<file path="config.mk">
export PLATFORM = sky130hd
export DESIGN_NAME = qam_modulator
export DESIGN_NICKNAME = d
export VERILOG_FILES = /design/src/rtl/qam_modulator.sv
export SDC_FILE = /design/constraint.sdc
export NUM_CORES = 1
export LEC_CHECK = 0
export ABC_CLOCK_PERIOD_IN_PS = 6790
export BUFFER_PORTS_ARGS = -buffer_cell sky130_fd_sc_hd__buf_2
export CAP_MARGIN = 20
export CORE_MARGIN = 1
export CORE_UTILIZATION = 50
export CTS_CLUSTER_SIZE = 20
export DETAILED_ROUTE_END_ITERATION = 16
export PLACE_DENSITY = 0.81
export SYNTH_ARGS = -nofsm -noshare
export SYNTH_HDL_FRONTEND = slang
export SYNTH_SLANG_ARGS = --single-unit
</file>
<file path="constraint.sdc">
create_clock -name i_clk -period 6.79 [get_ports i_clk]
set_input_delay 0.3395 -clock i_clk [delete_from_list [all_inputs] [get_ports i_clk]]
set_output_delay 0.3395 -clock i_clk [all_outputs]
set_load 0.02 [all_outputs]
</file>
<file path="src/rtl/qam_modulator.sv">
// qam_modulator
// Streams input words through a bit accumulator and maps the top bits into
// Gray-coded BPSK / QPSK / 16QAM / 64QAM I/Q samples. The bit count, mode
// select, residual-bit flush and both ready/valid handshakes are handled here.
// Optional feature macro: QAM_PILOT_EN inserts a {+STEP, +STEP} pilot after
// every PILOT_PERIOD data symbols. Without it, only data symbols are produced.
module qam_modulator #(
    parameter int SIZE_INPUT_BIT  = 8,
    parameter int SIZE_OUTPUT_BIT = 32,
    parameter int STEP            = 1024,
    parameter int PILOT_PERIOD    = 16
) (
    input  logic                         i_clk,
    input  logic                         i_reset,
    input  logic [SIZE_INPUT_BIT-1:0]    i_data,
    input  logic                         i_valid_input,
    output logic                         o_ready,
    input  logic [1:0]                   i_mode,
    input  logic                         i_flush,
    output logic [2*SIZE_OUTPUT_BIT-1:0] o_data,
    output logic                         o_valid_output,
    input  logic                         i_ready
);

    // The accumulator holds one word plus at most five leftover bits.
    localparam int ACC_W = SIZE_INPUT_BIT + 5;
    localparam int CNT_W = $clog2(ACC_W + 1);

    localparam logic [1:0] MODE_BPSK  = 2'd0;
    localparam logic [1:0] MODE_QPSK  = 2'd1;
    localparam logic [1:0] MODE_QAM16 = 2'd2;
    localparam logic [1:0] MODE_QAM64 = 2'd3;

    localparam logic signed [SIZE_OUTPUT_BIT-1:0] STEP_S = SIZE_OUTPUT_BIT'(STEP);

    // Gray-coded axis level: decode Gray to binary, then map to an odd level,
    // 2*bin - (2^n - 1), and scale it by STEP.
    function automatic logic signed [SIZE_OUTPUT_BIT-1:0] axis_level(
        input logic [2:0] gray_bits,
        input logic [1:0] nbits
    );
        logic [2:0]                        bin_v;
        logic signed [SIZE_OUTPUT_BIT-1:0] twice_v;
        logic signed [SIZE_OUTPUT_BIT-1:0] offset_v;
        bin_v[2] = gray_bits[2];
        bin_v[1] = gray_bits[2] ^ gray_bits[1];
        bin_v[0] = gray_bits[2] ^ gray_bits[1] ^ gray_bits[0];
        twice_v  = $signed({{(SIZE_OUTPUT_BIT-4){1'b0}}, bin_v, 1'b0});
        case (nbits)
            2'd1:    offset_v = SIZE_OUTPUT_BIT'(1);
            2'd2:    offset_v = SIZE_OUTPUT_BIT'(3);
            2'd3:    offset_v = SIZE_OUTPUT_BIT'(7);
            default: offset_v = SIZE_OUTPUT_BIT'(0);
        endcase
        return (twice_v - offset_v) * STEP_S;
    endfunction

    logic [ACC_W-1:0] acc_r;
    logic [CNT_W-1:0] cnt_r;
    logic [1:0]       mode_r;

    logic [CNT_W-1:0] k_s;
    logic             has_sym_s;
    logic             flush_sym_s;
    logic             out_free_s;
    logic             pilot_due_s;
    logic             load_pilot_s;
    logic             load_data_s;
    logic             accept_s;
    logic [CNT_W-1:0] take_s;
    logic [CNT_W-1:0] cnt_left_s;
    logic [ACC_W-1:0] acc_left_s;
    logic [ACC_W-1:0] word_pos_s;
    logic [ACC_W-1:0] acc_next_s;
    logic [CNT_W-1:0] cnt_next_s;
    logic [5:0]       sym_bits_s;
    logic signed [SIZE_OUTPUT_BIT-1:0] i_lvl_s;
    logic signed [SIZE_OUTPUT_BIT-1:0] q_lvl_s;

`ifdef QAM_PILOT_EN
    localparam int PCNT_W = $clog2(PILOT_PERIOD + 1);
    logic [PCNT_W-1:0] pilot_cnt_r;
`endif

    // Bits per symbol of the active mode.
    always_comb begin
        case (mode_r)
            MODE_BPSK:  k_s = CNT_W'(1);
            MODE_QPSK:  k_s = CNT_W'(2);
            MODE_QAM16: k_s = CNT_W'(4);
            MODE_QAM64: k_s = CNT_W'(6);
            default:    k_s = CNT_W'(1);
        endcase
    end

    // Pilot request: a pilot wins the next free output slot once the period is reached.
    always_comb begin
`ifdef QAM_PILOT_EN
        pilot_due_s = (pilot_cnt_r == PCNT_W'(PILOT_PERIOD));
`else
        pilot_due_s = 1'b0;
`endif
    end

    // Handshake, emit/flush decisions and next accumulator contents.
    always_comb begin
        has_sym_s    = (cnt_r >= k_s);
        flush_sym_s  = i_flush & (cnt_r != {CNT_W{1'b0}}) & ~has_sym_s;
        out_free_s   = ~o_valid_output | i_ready;
        load_pilot_s = out_free_s & pilot_due_s;
        load_data_s  = out_free_s & ~pilot_due_s & (has_sym_s | flush_sym_s);
        o_ready      = ~has_sym_s & ~i_flush;
        accept_s     = i_valid_input & o_ready;

        // A flush consumes only the held bits; the zero padding comes from the
        // accumulator, whose bits below the held ones are always zero.
        if (load_data_s) begin
            if (has_sym_s) begin
                take_s = k_s;
            end else begin
                take_s = cnt_r;
            end
        end else begin
            take_s = {CNT_W{1'b0}};
        end

        cnt_left_s = cnt_r - take_s;
        acc_left_s = acc_r << take_s;
        word_pos_s = {i_data, {(ACC_W-SIZE_INPUT_BIT){1'b0}}} >> cnt_left_s;

        if (accept_s) begin
            acc_next_s = acc_left_s | word_pos_s;
            cnt_next_s = cnt_left_s + CNT_W'(SIZE_INPUT_BIT);
        end else begin
            acc_next_s = acc_left_s;
            cnt_next_s = cnt_left_s;
        end
    end

    // Split the top bits of the accumulator into I and Q levels for the active mode.
    always_comb begin
        sym_bits_s = acc_r[ACC_W-1 -: 6];
        case (mode_r)
            MODE_BPSK: begin
                i_lvl_s = axis_level({2'b00, sym_bits_s[5]}, 2'd1);
                q_lvl_s = {SIZE_OUTPUT_BIT{1'b0}};
            end
            MODE_QPSK: begin
                i_lvl_s = axis_level({2'b00, sym_bits_s[5]}, 2'd1);
                q_lvl_s = axis_level({2'b00, sym_bits_s[4]}, 2'd1);
            end
            MODE_QAM16: begin
                i_lvl_s = axis_level({1'b0, sym_bits_s[5:4]}, 2'd2);
                q_lvl_s = axis_level({1'b0, sym_bits_s[3:2]}, 2'd2);
            end
            MODE_QAM64: begin
                i_lvl_s = axis_level(sym_bits_s[5:3], 2'd3);
                q_lvl_s = axis_level(sym_bits_s[2:0], 2'd3);
            end
            default: begin
                i_lvl_s = {SIZE_OUTPUT_BIT{1'b0}};
                q_lvl_s = {SIZE_OUTPUT_BIT{1'b0}};
            end
        endcase
    end

    // Accumulator and held-bit count.
    always_ff @(posedge i_clk or negedge i_reset) begin
        if (!i_reset) begin
            acc_r <= {ACC_W{1'b0}};
            cnt_r <= {CNT_W{1'b0}};
        end else begin
            acc_r <= acc_next_s;
            cnt_r <= cnt_next_s;
        end
    end

    // Active mode changes only at a symbol boundary with nothing held.
    always_ff @(posedge i_clk or negedge i_reset) begin
        if (!i_reset) begin
            mode_r <= MODE_BPSK;
        end else if (cnt_r == {CNT_W{1'b0}}) begin
            mode_r <= i_mode;
        end else begin
            mode_r <= mode_r;
        end
    end

    // Output register: pilot, data symbol, drained, or held under backpressure.
    always_ff @(posedge i_clk or negedge i_reset) begin
        if (!i_reset) begin
            o_data         <= {(2*SIZE_OUTPUT_BIT){1'b0}};
            o_valid_output <= 1'b0;
        end else if (load_pilot_s) begin
            o_data         <= {STEP_S, STEP_S};
            o_valid_output <= 1'b1;
        end else if (load_data_s) begin
            o_data         <= {i_lvl_s, q_lvl_s};
            o_valid_output <= 1'b1;
        end else if (i_ready) begin
            o_data         <= o_data;
            o_valid_output <= 1'b0;
        end else begin
            o_data         <= o_data;
            o_valid_output <= o_valid_output;
        end
    end

`ifdef QAM_PILOT_EN
    // Count emitted data symbols (flush symbols included); a pilot restarts the count.
    always_ff @(posedge i_clk or negedge i_reset) begin
        if (!i_reset) begin
            pilot_cnt_r <= {PCNT_W{1'b0}};
        end else if (load_pilot_s) begin
            pilot_cnt_r <= {PCNT_W{1'b0}};
        end else if (load_data_s) begin
            pilot_cnt_r <= pilot_cnt_r + PCNT_W'(1);
        end else begin
            pilot_cnt_r <= pilot_cnt_r;
        end
    end
`endif

endmodule
</file>
# Word level (Yosys, flattened, before mapping)
# Cells that the tools add are included.
[totals]
output_inout_bits = 66
regBits = 84
[op_classes]
reduce_logical = 4
n_addsub = 9
bitwise = 16
mux = 13
shift = 2
order_cmp = 1
eq_ne = 3
[ops]
columns = ["op", "n"]
rows = [
  ["one-hot mux 32 bit (4 select lines)", 2],
  ["2-to-1 mux 22 bit", 4],
  ["subtractor 3 x 22 -> 22 bit", 3],
  ["subtractor 4 x 22 -> 22 bit", 2],
  ["subtractor 5 x 22 -> 22 bit", 2],
  ["one-hot mux 4 bit (4 select lines)", 1],
  ["2-to-1 mux 13 bit", 1],
  ["bitwise OR 13 bit", 1],
  ["left shift 13 x 4 -> 13 bit", 1],
  ["right shift 13 x 4 -> 13 bit", 1],
  ["2-to-1 mux 4 bit", 3],
  ["bitwise AND 1 bit", 5],
  ["XOR 1 bit", 5],
  ["adder 4 bit (second input constant)", 1],
  ["== test 2 bit (second input constant)", 2],
  [">= comparator 4 bit", 1],
  ["logical NOT 4 bit", 1],
  ["nonzero test 4 bit", 1],
  ["subtractor 4 bit", 1],
  ["NOT 1 bit", 3],
  ["== test 2 x 1 -> 1 bit (second input constant)", 1],
  ["logical NOT 2 bit", 1],
  ["2-to-1 mux 1 bit", 2],
  ["bitwise OR 1 bit", 2],
  ["nonzero test 2 bit", 1],
]

# Logic depth before layout (Yosys ltp)
# Gate-level depths: netlist of the first run.
[depth]
ltp_word = 12
ltp_mapped = 17
mapped_depth_nobuf = 14

# Worst setup path before layout of the first run
# Ideal clock, no wire load.
[synth_path]
path_type = "reg-to-reg"
from = "register mode_r[1]"
to = "register acc_r[2]"
period_less_slack_ps = 3999
stages_incl_launch_ff = 17
slack_ps = 2791
setup_time_ps = 144
t_arrival_ps = 3855
path_cell_list = "dfrtp_1 > clkbuf_1 > inv_1 > ha_1 > a211o_1 > a31oi_4 > mux2i_1 > inv_1 > buf_2 > ha_1 > nand2_1 > o21ai_0 > xor2_1 > clkbuf_1 > nor2_1 > a211oi_1 > o22ai_1"
[synth_between]
elab_chain_cells = 12
word_cells_on_any_way = 19
[synth_lines]
columns = ["item", "line_no", "text"]
rows = [
  ["from (decl)", "60", "logic [1:0] mode_r;"],
  ["from (signal assigned)", "183", "mode_r <= i_mode;"],
  ["from (signal assigned)", "185", "mode_r <= mode_r;"],
  ["== test 2 bit, or another cell as far along", "87", "case (mode_r)"],
  ["one-hot mux 4 bit (4 select lines) *", "87", ""],
  [">= comparator 4 bit", "107", "has_sym_s = (cnt_r >= k_s);"],
  ["NOT 1 bit", "108, 112", ""],
  ["bitwise AND 1 bit", "108", "flush_sym_s = i_flush & (cnt_r != {CNT_W{1'b0}}) & ~has_sym_s;"],
  ["bitwise OR 1 bit", "111", "load_data_s = out_free_s & ~pilot_due_s & (has_sym_s | flush_sym_s);"],
  ["bitwise AND 1 bit", "111", ""],
  ["2-to-1 mux 4 bit", "117", "if (load_data_s) begin"],
  ["subtractor 4 bit", "127", "cnt_left_s = cnt_r - take_s;"],
  ["right shift 13 x 4 -> 13 bit", "129", "word_pos_s = {i_data, {(ACC_W-SIZE_INPUT_BIT){1'b0}}} >> cnt_left_s;"],
  ["bitwise OR 13 bit", "132", "acc_next_s = acc_left_s | word_pos_s;"],
  ["2-to-1 mux 13 bit *", "131", "if (accept_s) begin"],
  ["net acc_next_s[2]", "74", "logic [ACC_W-1:0] acc_next_s;"],
  ["to (signal assigned)", "170", "acc_r <= {ACC_W{1'b0}};"],
  ["to (signal assigned)", "173", "acc_r <= acc_next_s;"],
  ["to (decl)", "58", "logic [ACC_W-1:0] acc_r;"],
]
# Mark *: on every way through the listed nets, which the timed path passes. The rest lies on a longest branch. The select of a mux whose other input is x is not followed.
# A chain may end at the register's enable or synchronous reset.

# Worst setup path after layout of the first run
[layout_path]
from = "register mode_r[1]"
to = "register acc_r[12]"
# Same word-level chain as after synthesis.

==> flow_summary_export.csv, run 1 <==
group,metric,value,unit
outcome,status,"finished, violations left",
outcome,violations,"design-rule violations",
timing,worst_pin_slew,0.961,ns
worst_setup_path,r2r_cells,13,
synth,ys_async_sr_fraction,1.00,
worst_setup_path,crit_path_top_delay_cell,"xor2_1",
synth,synth-seq-cells,28,
timing,fmax,204,MHz
final_layout,antenna_cells,0,
synth,syn-instance-count,273,
worst_setup_path,cp_cell_sequence,"inv_1 > ha_1 > a211o_1 > a31oi_4 > mux2i_1 > inv_1 > ha_1 > a21oi_1 > o21ai_0 > xor2_1 > nand3_1 > o31ai_1 > a2bb2oi_2",
synth,seq_area_frac_synth,0.285,
route,drc,2,
clocking,numCtsBuffers,3,
grt,globalRouteOverflowTotal,0,
synth,avgSynthCellArea,9.00,µm²
route,num_vias,1812,
timing,slew_headroom,0.357,
worst_setup_path,critical-path-top-delay-family,"compound AO/OA/AOI/OAI gates",
grt,antenna_found_initial,0,
synth,synth_edf_count,0,
clocking,clkSinkCount,28,
placed_design,place_congestion,0.880,
worst_setup_path,slowest_delay,0.76,ns
timing,maxSlewViolCount,0,
timing,fin_crit,4.91,ns
grt,grt_max_degree,29,
worst_setup_path,cp-startpoint,"mode_r[1]$_DFFE_PN0P_",
route,finalWirelength,4.52,mm
synth,ys.flop_type,"dfrtp_1",
timing,tns,0,ns
worst_setup_path,cp_max_fo,17,
clocking,cts_setup_buffers,0,
route,routed_via_density,5.09,
floorplan,core_region_area,4720,µm²
grt,grt_pass1_vias,1608,
worst_setup_path,timing.rr.start,"mode_r[1]$_DFFE_PN0P_",
placed_design,port_buffers,60,
floorplan,die_h,72.1,µm
final_layout,fin_nets,313,
run,drv_cap,0,
clocking,cts_hold_buf,0,
floorplan,chipWidth,72.1,µm
route,drt_pass1_iterations,10,
final_layout,drive_gt1_frac,0.253,
synth,synth.distinct_cells,42,
min_path,min_path_type,"input port to async pin",
worst_setup_path,crit_end,"acc_r[12]$_DFF_PN0_",
floorplan,dieArea,5200,µm²
timing,setup_viol,0,
timing,hold_viol_final,0,
timing,fin_skew,0.00700,ns
clocking,clkSlewWorstSetupHoldPaths,0.10,ns
worst_setup_path,required,7.01,ns
floorplan,io_pins,81,
worst_setup_path,crit_type,"flop to flop",
synth,synth_area,2460,µm²
worst_setup_path,arrival,5.12,ns
final_layout,area_delta_synth_final,0.815,%
grt,grt_pass1_wl,7.51,mm
grt,gr-usage-all-layers,0.182,
worst_setup_path,r2r_setup_slack,1.88,ns
route,drt_iter0_drc,71,
worst_setup_path,crit_buf_inv,2,
route,antenna_left,0,
timing,finalCritPeriodShare,0.723,
floorplan,rows,25,
route,wire_per_inst,12.7,µm
worst_setup_path,r2r-end,"acc_r[12]$_DFF_PN0_",
worst_setup_path,start_kind,"flop",
clocking,ctsHtreeMaxLevel,1,
clocking,cts_tree,"yes",
synth,yosys_warnings,0,
worst_setup_path,cp.depth,13,
clocking,clk_latency,0.28,ns
clocking,cts_buffer_depth,2,
timing,rsz0062_at_grt,"no",
floorplan,initial_core_util,0.520,
clocking,cts.root.buffer_cell,"clkbuf_8",
worst_setup_path,critPathCaptureType,"flop",
clocking,post_cts_resized,0,
placed_design,dpl.hpwl,3.58,mm
[final cells by class]
type | count | area [µm²]
timing repair buffer | 60 | 300
multi-input combinational | 187 | 1300
inverter | 10 | 37.5
tap | 67 | 83.8
fill | 435 | 2250
sequential | 28 | 701
clock buffer | 4 | 55.1
[cell usage after synthesis (all sizes together) (5+ instances only)]
master	n	share of area
o21ai	22	0.045
a21oi	9	0.018
nand3	10	0.020
clkbuf	6	0.0092
dfrtp	28	0.29
buf	61	0.19
nor2	7	0.011
nor3	5	0.010
mux2	5	0.026
ha	7	0.036
xor2	6	0.021
mux2i	35	0.14
nand2	23	0.035
inv	10	0.015
[worst reg2reg max path, stage by stage (launching register included)]
cell and delay (ns):
dfrtp_1 0.49, inv_1 0.15, ha_1 0.35, a211o_1 0.34
a31oi_4 0.25, mux2i_1 0.50, inv_1 0.36, ha_1 0.41
a21oi_1 0.16, o21ai_0 0.12, xor2_1 0.76, nand3_1 0.37
o31ai_1 0.43, a2bb2oi_2 0.15
[metal layers]
metal / global-route usage / vias up / wire length, µm
met5: 0 / - / 0
met4: 0.0327 / 0 / 36
met3: 0.0278 / 5 / 229
met2: 0.307 / 73 / 2220
met1: 0.249 / 826 / 2040
li1: - / 908 / -
[stage by stage]
| step | setup slack, ns | hold WS [ns] | area, µm² | util | instances |
|---|---|---|---|---|---|
| 6_report | 1.88 | 0.0629 | 2480 | 0.524 | 356 |
| 3_5_place_dp | 1.97 | 0.401 | 2420 | 0.513 | 352 |
| 5_1_grt | 1.43 | 0.114 | 2480 | 0.524 | 356 |
| 4_1_cts | 1.94 | 0.0893 | 2480 | 0.524 | 356 |
| 3_3_place_gp | 2.21 | 0.378 | 2420 | 0.513 | 352 |
| 2_1_floorplan | 2.79 | 0.0439 | 2530 | - | 292 |
[sequential cells by signal (all words and copies together), names as in the netlist]
signal / cells
o_valid_output: 1
acc_r: 13
cnt_r: 4
o_data: 8
mode_r: 2
[cell families (layout without fill, tap and decap cells)]
kind of cell,after synthesis,after routing,synth area share
compound gates,54,54,0.148
xor+xnor,8,8,0.0285
fa+ha+maj,8,8,0.0438
buf+inv,77,74,0.215
flops,28,28,0.285
mux,40,40,0.169
other cells,1,20,0.00153
simple gates,57,57,0.110
[worst min path at each step]
stage                             endpoint  slack (ns)  cells after the start
floorplan               acc_r[0]$_DFF_PN0_        0.04                      0
global placement    o_data[42]$_DFFE_PN0P_        0.38                      1
detailed placement  o_data[42]$_DFFE_PN0P_        0.40                      1
CTS                 o_data[42]$_DFFE_PN0P_        0.09                      1
global route        o_data[42]$_DFFE_PN0P_        0.11                      1
finish              o_data[44]$_DFFE_PN0P_        0.06                      1
[cell usage in the layout, fill, tap and decap left out]
master     instances
a211oi_1           3
clkbuf_8           4
o22ai_1            3
a2bb2oi_1          2
a2bb2oi_2          2
nand2_1           23
and3_1             2
buf_2             60
nor3_1             5
or3_1              1
nor2_1             7
o21a_1             1
mux2i_1           35
nand3b_1           1
nand3_1           10
inv_1             10
ha_1               7
mux2_2             3
xor2_1             6
and2b_2            1
nor4_1             1
nor2b_1            1
and4_1             1
a21oi_1            9
nand2b_1           4
o22a_1             3
fa_1               1
conb_1            20
o21ai_0           22
o32a_1             1
xnor2_1            2
dfrtp_1           28
mux2_4             2
o31ai_1            1
a31oi_4            1
a31oi_1            3
a211o_1            2
a32o_1             1
Power of run 1 is left out: the tool's default activity adds up to more than one toggle a clock period on the data nets, which glitch-free logic cannot reach.
==> run 2: changes to the inputs <==
==> config.mk (replaced) <==
export PLATFORM = sky130hd
export DESIGN_NAME = qam_modulator
export DESIGN_NICKNAME = d
export VERILOG_FILES = /design/src/rtl/qam_modulator.sv
export SDC_FILE = /design/constraint.sdc
export NUM_CORES = 1
export LEC_CHECK = 0
export ABC_CLOCK_PERIOD_IN_PS = 4350
export BUFFER_PORTS_ARGS = -buffer_cell sky130_fd_sc_hd__buf_2
export CAP_MARGIN = 20
export CORE_MARGIN = 1
export CORE_UTILIZATION = 46
export CTS_CLUSTER_SIZE = 20
export DETAILED_ROUTE_END_ITERATION = 16
export PLACE_DENSITY = 0.79
export SYNTH_ARGS = -nofsm -noshare
export SYNTH_HDL_FRONTEND = slang
export SYNTH_SLANG_ARGS = --single-unit
==> constraint.sdc (replaced) <==
create_clock -name i_clk -period 4.35 [get_ports i_clk]
set_input_delay 0.2175 -clock i_clk [delete_from_list [all_inputs] [get_ports i_clk]]
set_output_delay 0.2175 -clock i_clk [all_outputs]
set_load 0.02 [all_outputs]
==> run 2 against run 1 <==
Against the previous run:
- the flow now finishes without violations
- first-iteration DRC count rose by 23%
- count of clock-buffer cells in the layout fell by 1
- die area rose by 8.5%
- global-route usage fell by 0.99 points
- clock skew fell by 0.0017 ns
- setup slack got worse by 1.5 ns
- via count rose by 2.9%
- flip-flop and latch count did not move
- worst hold slack improved by 0.084 ns
- register-to-register slack got worse by 1.5 ns
- final area rose by 1.6%
==> flow_summary_export.csv, run 2 (synthesis gave the netlist of run 1 again) <==
group,metric,value,unit
worst_setup_path,critPathCaptureType,"flop",
timing,fin_crit,3.96,ns
worst_setup_path,crit_path_top_delay_cell,"fa_2",
final_layout,finish.utilization,0.490,
worst_setup_path,r2r_cells,14,
final_layout,nFillCells,495,
timing,slew_headroom,0.589,
min_path,min_path_type,"input port to flop",
floorplan,rows,26,
clocking,cts_tree,"yes",
worst_setup_path,r2r-end,"acc_r[0]$_DFF_PN0_",
worst_setup_path,cp_max_fo,14,
worst_setup_path,required,4.50,ns
final_layout,fin_nets,319,
grt,gr-usage-all-layers,0.172,
clocking,clkSlewWorstSetupHoldPaths,0.09,ns
route,drt_iter0_drc,87,
min_path,hold-path-endpoint,"mode_r[0]$_DFFE_PN0P_",
route,drt_pass1_iterations,4,
run,drv_cap,0,
worst_setup_path,timing.rr.start,"mode_r[1]$_DFFE_PN0P_",
placed_design,place_congestion,0.826,
final_layout,multi_input_area,1300,µm²
clocking,cts_setup_buffers,0,
final_layout,largest_register_ffs,13,
grt,grt_pass1_wl,7.49,mm
floorplan,core_region_area,5140,µm²
grt,grt_pass1_vias,1648,
timing,finalCritPeriodShare,0.911,
floorplan,dieArea,5640,µm²
final_layout,antenna_cells,0,
timing,hold_viol_final,0,
timing,fmax,252,MHz
timing,tns,0,ns
floorplan,io_pins,81,
outcome,status,"completed",
worst_setup_path,r2r_setup_slack,0.39,ns
timing,maxSlewViolCount,0,
route,num_vias,1865,
min_path,hold_depth,3,
worst_setup_path,slowest_delay,0.72,ns
final_layout,drive_gt1_frac,0.265,
clocking,clkSinkCount,28,
final_layout,reg_top3,"acc_r (13), o_data (8), cnt_r (4)",
clocking,ctsHtreeMaxLevel,1,
clocking,cts_buffer_depth,2,
timing,rsz0062_at_grt,"no",
route,antenna_left,0,
worst_setup_path,cp_cell_sequence,"inv_1 > ha_1 > a211o_1 > a31oi_4 > mux2_4 > inv_1 > ha_1 > fa_2 > mux2i_1 > mux2i_1 > a21oi_1 > nor2_1 > a31oi_1 > o22ai_1",
route,wire_per_inst,12.6,µm
worst_setup_path,start_kind,"flop",
clocking,clk_latency,0.27,ns
final_layout,max_flop_register,"acc_r",
final_layout,final_common_cell,"buf_2",
placed_design,dpl.hpwl,3.62,mm
grt,antenna_found_initial,0,
final_layout,seq_area,701,µm²
worst_setup_path,crit_type,"flop to flop",
final_layout,final_cell_mix,"buf_2, mux2i_1, dfrtp_1",
floorplan,die_h,75.1,µm
worst_setup_path,arrival,4.12,ns
final_layout,area_delta_synth_final,2.45,%
worst_setup_path,critical-path-top-delay-family,"adder cells",
grt,globalRouteOverflowTotal,0,
floorplan,chipWidth,75.1,µm
clocking,numCtsBuffers,3,
worst_setup_path,crit_buf_inv,2,
route,routed_via_density,5.12,
min_path,hold_start,"i_mode[0]",
timing,fin_skew,0.00531,ns
timing,setup_viol,0,
timing,worst_pin_slew,0.616,ns
placed_design,port_buffers,60,
clocking,cts.root.buffer_cell,"clkbuf_8",
grt,grt_max_degree,29,
floorplan,initial_core_util,0.478,
route,finalWirelength,4.59,mm
route,drc,0,
[run 2: cell types whose count changed in the layout (fill, tap and decap cells not counted)]
cell	delta
clkbuf_8	-1
fa_1	-1
fa_2	+1
dlygate4sd3_1	+1
buf_4	+5
[run 2: cell type report]
class | count | share of cell area
clock buffers | 3 | 0.0164
well taps | 70 | 0.0348
flip-flops and latches | 28 | 0.278
inverters | 10 | 0.0149
multi-input cells | 187 | 0.517
repair buffers | 66 | 0.138
[run 2: worst max-delay path by stage]
stage                     startpoint                  to  slack [ns]  depth (start not counted)
2_1_floorplan  mode_r[1]$_DFFE_PN0P_  acc_r[2]$_DFF_PN0_        0.35                         16
3_3_place_gp   mode_r[1]$_DFFE_PN0P_  acc_r[5]$_DFF_PN0_        0.44                         14
3_5_place_dp   mode_r[1]$_DFFE_PN0P_  acc_r[0]$_DFF_PN0_        0.33                         14
4_1_cts        mode_r[1]$_DFFE_PN0P_  acc_r[0]$_DFF_PN0_        0.30                         14
5_1_grt        mode_r[1]$_DFFE_PN0P_  acc_r[0]$_DFF_PN0_        0.03                         14
6_report       mode_r[1]$_DFFE_PN0P_  acc_r[0]$_DFF_PN0_        0.39                         14
[run 2: timing repair]
item | CTS | global route
endpoints found under the setup margin | 0 | 2
hold buffers | 1 | 0
endpoints found under the hold margin | 28 | 0
gates resized for setup | 0 | 1
[run 2: metrics by stage]
step | std cells | instance area [µm²] | setup slack (ns) | hold WS (ns)
global placement | 360 | 2460 | 0.440 | 0.267
global route | 364 | 2520 | 0.0340 | 0.185
detailed placement | 360 | 2460 | 0.325 | 0.277
floorplan | 292 | 2530 | 0.351 | -0.0781
CTS | 364 | 2510 | 0.295 | 0.137
finish | 364 | 2520 | 0.389 | 0.147
[run 2: routing by layer]
layer  up-vias  GRT usage  wire length, µm
li1        916          -                -
met1       864      0.223             2070
met2        80      0.305             2220
met3         5     0.0161              246
met4         0     0.0461               50
met5         -          0                0
[run 2: worst reg2reg max path: cells and delay by family (launching register included)]
kind,cells,cell delay (ns)
flops,1,0.49
mux,3,0.78
simple gates,1,0.06
buf+inv,2,0.22
fa+ha+maj,3,1.27
compound gates,5,1.05
Power of run 2 is left out for the same reason.
==> run 3: changes to the inputs <==
==> config.mk (replaced) <==
export PLATFORM = sky130hd
export DESIGN_NAME = qam_modulator
export DESIGN_NICKNAME = d
export VERILOG_FILES = /design/src/rtl/qam_modulator.sv
export SDC_FILE = /design/constraint.sdc
export NUM_CORES = 1
export LEC_CHECK = 0
export ABC_CLOCK_PERIOD_IN_PS = 4500
export BUFFER_PORTS_ARGS = -buffer_cell sky130_fd_sc_hd__buf_2
export CAP_MARGIN = 20
export CORE_MARGIN = 1
export CORE_UTILIZATION = 50
export CTS_CLUSTER_SIZE = 20
export DETAILED_ROUTE_END_ITERATION = 16
export PLACE_DENSITY = 0.81
export SYNTH_ARGS = -nofsm -noshare
export SYNTH_HDL_FRONTEND = slang
export SYNTH_SLANG_ARGS = --single-unit
==> constraint.sdc (replaced) <==
create_clock -name i_clk -period 4.5 [get_ports i_clk]
set_input_delay 0.225 -clock i_clk [delete_from_list [all_inputs] [get_ports i_clk]]
set_output_delay 0.225 -clock i_clk [all_outputs]
set_load 0.02 [all_outputs]
==> run 3 against run 2 <==
Against the previous run:
- the flow now finishes with violations (design-rule violations)
- register-to-register slack got worse by 0.10 ns
- global-route usage rose by 1.2 points
- first-iteration DRC count fell by 1.1%
- critical path depth fell by 1
- clock skew fell by 0.0025 ns
- worst hold slack got worse by 0.0035 ns
==> flow_summary_export.csv, run 3 (synthesis gave the netlist of run 1 again) <==
group,metric,value,unit
outcome,status,"finished, violations left",
outcome,violations,"design-rule violations",
worst_setup_path,crit_type,"flop to flop",
placed_design,port_buffers,60,
final_layout,largest_register_ffs,13,
timing,fmax,237,MHz
floorplan,die_h,72.1,µm
final_layout,max_flop_register,"acc_r",
route,num_vias,1829,
route,wire_per_inst,12.9,µm
grt,grt_pass1_wl,7.54,mm
clocking,cts_hold_buf,1,
timing,rsz0062_at_grt,"no",
clocking,cts_tree,"yes",
clocking,clkSinkCount,28,
grt,gr-usage-all-layers,0.184,
worst_setup_path,critPathCaptureType,"flop",
placed_design,place_congestion,0.909,
clocking,numCtsBuffers,3,
timing,fin_skew,0.00278,ns
final_layout,reg_top3,"acc_r (13), o_data (8), cnt_r (4)",
clocking,clk_latency,0.28,ns
worst_setup_path,start_kind,"flop",
floorplan,rows,25,
timing,worst_pin_slew,0.676,ns
timing,setup_viol,0,
worst_setup_path,required,4.67,ns
clocking,clkSlewWorstSetupHoldPaths,0.10,ns
clocking,cts.root.buffer_cell,"clkbuf_8",
grt,antenna_found_initial,0,
final_layout,area_delta_synth_final,2.45,%
route,antenna_left,0,
floorplan,initial_core_util,0.520,
grt,grt_pass1_vias,1584,
final_layout,fin_nets,318,
final_layout,antenna_cells,0,
min_path,min_path_type,"input port to flop",
placed_design,dpl.hpwl,3.69,mm
route,drt_iter0_drc,86,
timing,fin_crit,4.21,ns
final_layout,nFillCells,433,
run,drv_cap,0,
route,drc,2,
floorplan,chipWidth,72.1,µm
final_layout,final_cell_mix,"buf_2, mux2i_1, dfrtp_1",
floorplan,io_pins,81,
timing,slew_headroom,0.545,
final_layout,seq_area,701,µm²
clocking,ctsHtreeMaxLevel,1,
grt,globalRouteOverflowTotal,0,
final_layout,drive_gt1_frac,0.262,
route,drt_pass1_iterations,10,
timing,finalCritPeriodShare,0.936,
clocking,cts_buffer_depth,2,
timing,tns,0,ns
route,routed_via_density,5.07,
worst_setup_path,cp_max_fo,15,
final_layout,final_common_cell,"buf_2",
clocking,cts_setup_buffers,0,
timing,maxSlewViolCount,0,
timing,hold_viol_final,0,
route,finalWirelength,4.67,mm
floorplan,dieArea,5200,µm²
worst_setup_path,arrival,4.38,ns
final_layout,multi_input_area,1300,µm²
floorplan,core_region_area,4720,µm²
clocking,post_cts_resized,0,
grt,grt_max_degree,29,
run 3: cell types whose count changed in the layout (fill, tap and decap cells not counted), sizes merged:
| cell | delta |
|---|---|
| buf | -1 |
| clkbuf | +1 |
run 3: worst paths after layout:
path                       depth (start not counted)                   start                     end  slack, ns
setup / recovery                                  13   mode_r[1]$_DFFE_PN0P_      acc_r[0]$_DFF_PN0_       0.29
hold / removal                                     3               i_mode[0]   mode_r[0]$_DFFE_PN0P_       0.14
setup reg to reg                                  13   mode_r[1]$_DFFE_PN0P_      acc_r[0]$_DFF_PN0_       0.29
hold reg to reg                                    1  o_data[42]$_DFFE_PN0P_  o_data[42]$_DFFE_PN0P_       0.47
max in group asynchronous                          2                 i_reset      acc_r[7]$_DFF_PN0_       3.59
min in group asynchronous                          2                 i_reset  o_data[12]$_DFFE_PN0P_       0.50
run 3: routing by layer:
metal  global-route usage  wire length (µm)  share of wire
met3               0.0222               200          0.043
met5                    0                 0              0
met4               0.0523                85          0.018
met2                0.319              2290           0.49
met1                0.241              2100           0.45
run 3: layout make-up:
cell class / instances / share of cell area
tap: 67 / 0.0333
sequential: 28 / 0.278
timing repair buffer: 65 / 0.135
inverter: 10 / 0.0149
multi-input combinational: 187 / 0.516
clock buffer: 4 / 0.0219
run 3: metrics by stage:
step	hold WS (ns)	cell area (µm²)	std cells	setup WS, ns	utilization
global placement	0.275	2450	356	0.480	0.519
detailed placement	0.273	2450	356	0.332	0.519
finish	0.143	2520	361	0.287	0.533
global route	0.151	2520	361	0.00891	0.533
floorplan	-0.0706	2530	292	0.501	-
CTS	0.140	2520	361	0.329	0.533
run 3: critical path: stages (launching register included):
cell	delay [ns]
dfrtp_1	0.50
inv_1	0.15
ha_1	0.35
a211o_1	0.35
a31oi_4	0.24
mux2_2	0.48
inv_1	0.16
fa_1	0.87
mux2i_1	0.30
mux2i_1	0.13
a21oi_1	0.22
nor2_1	0.07
a31oi_1	0.18
o22ai_1	0.11
Power of run 3 is left out for the same reason.
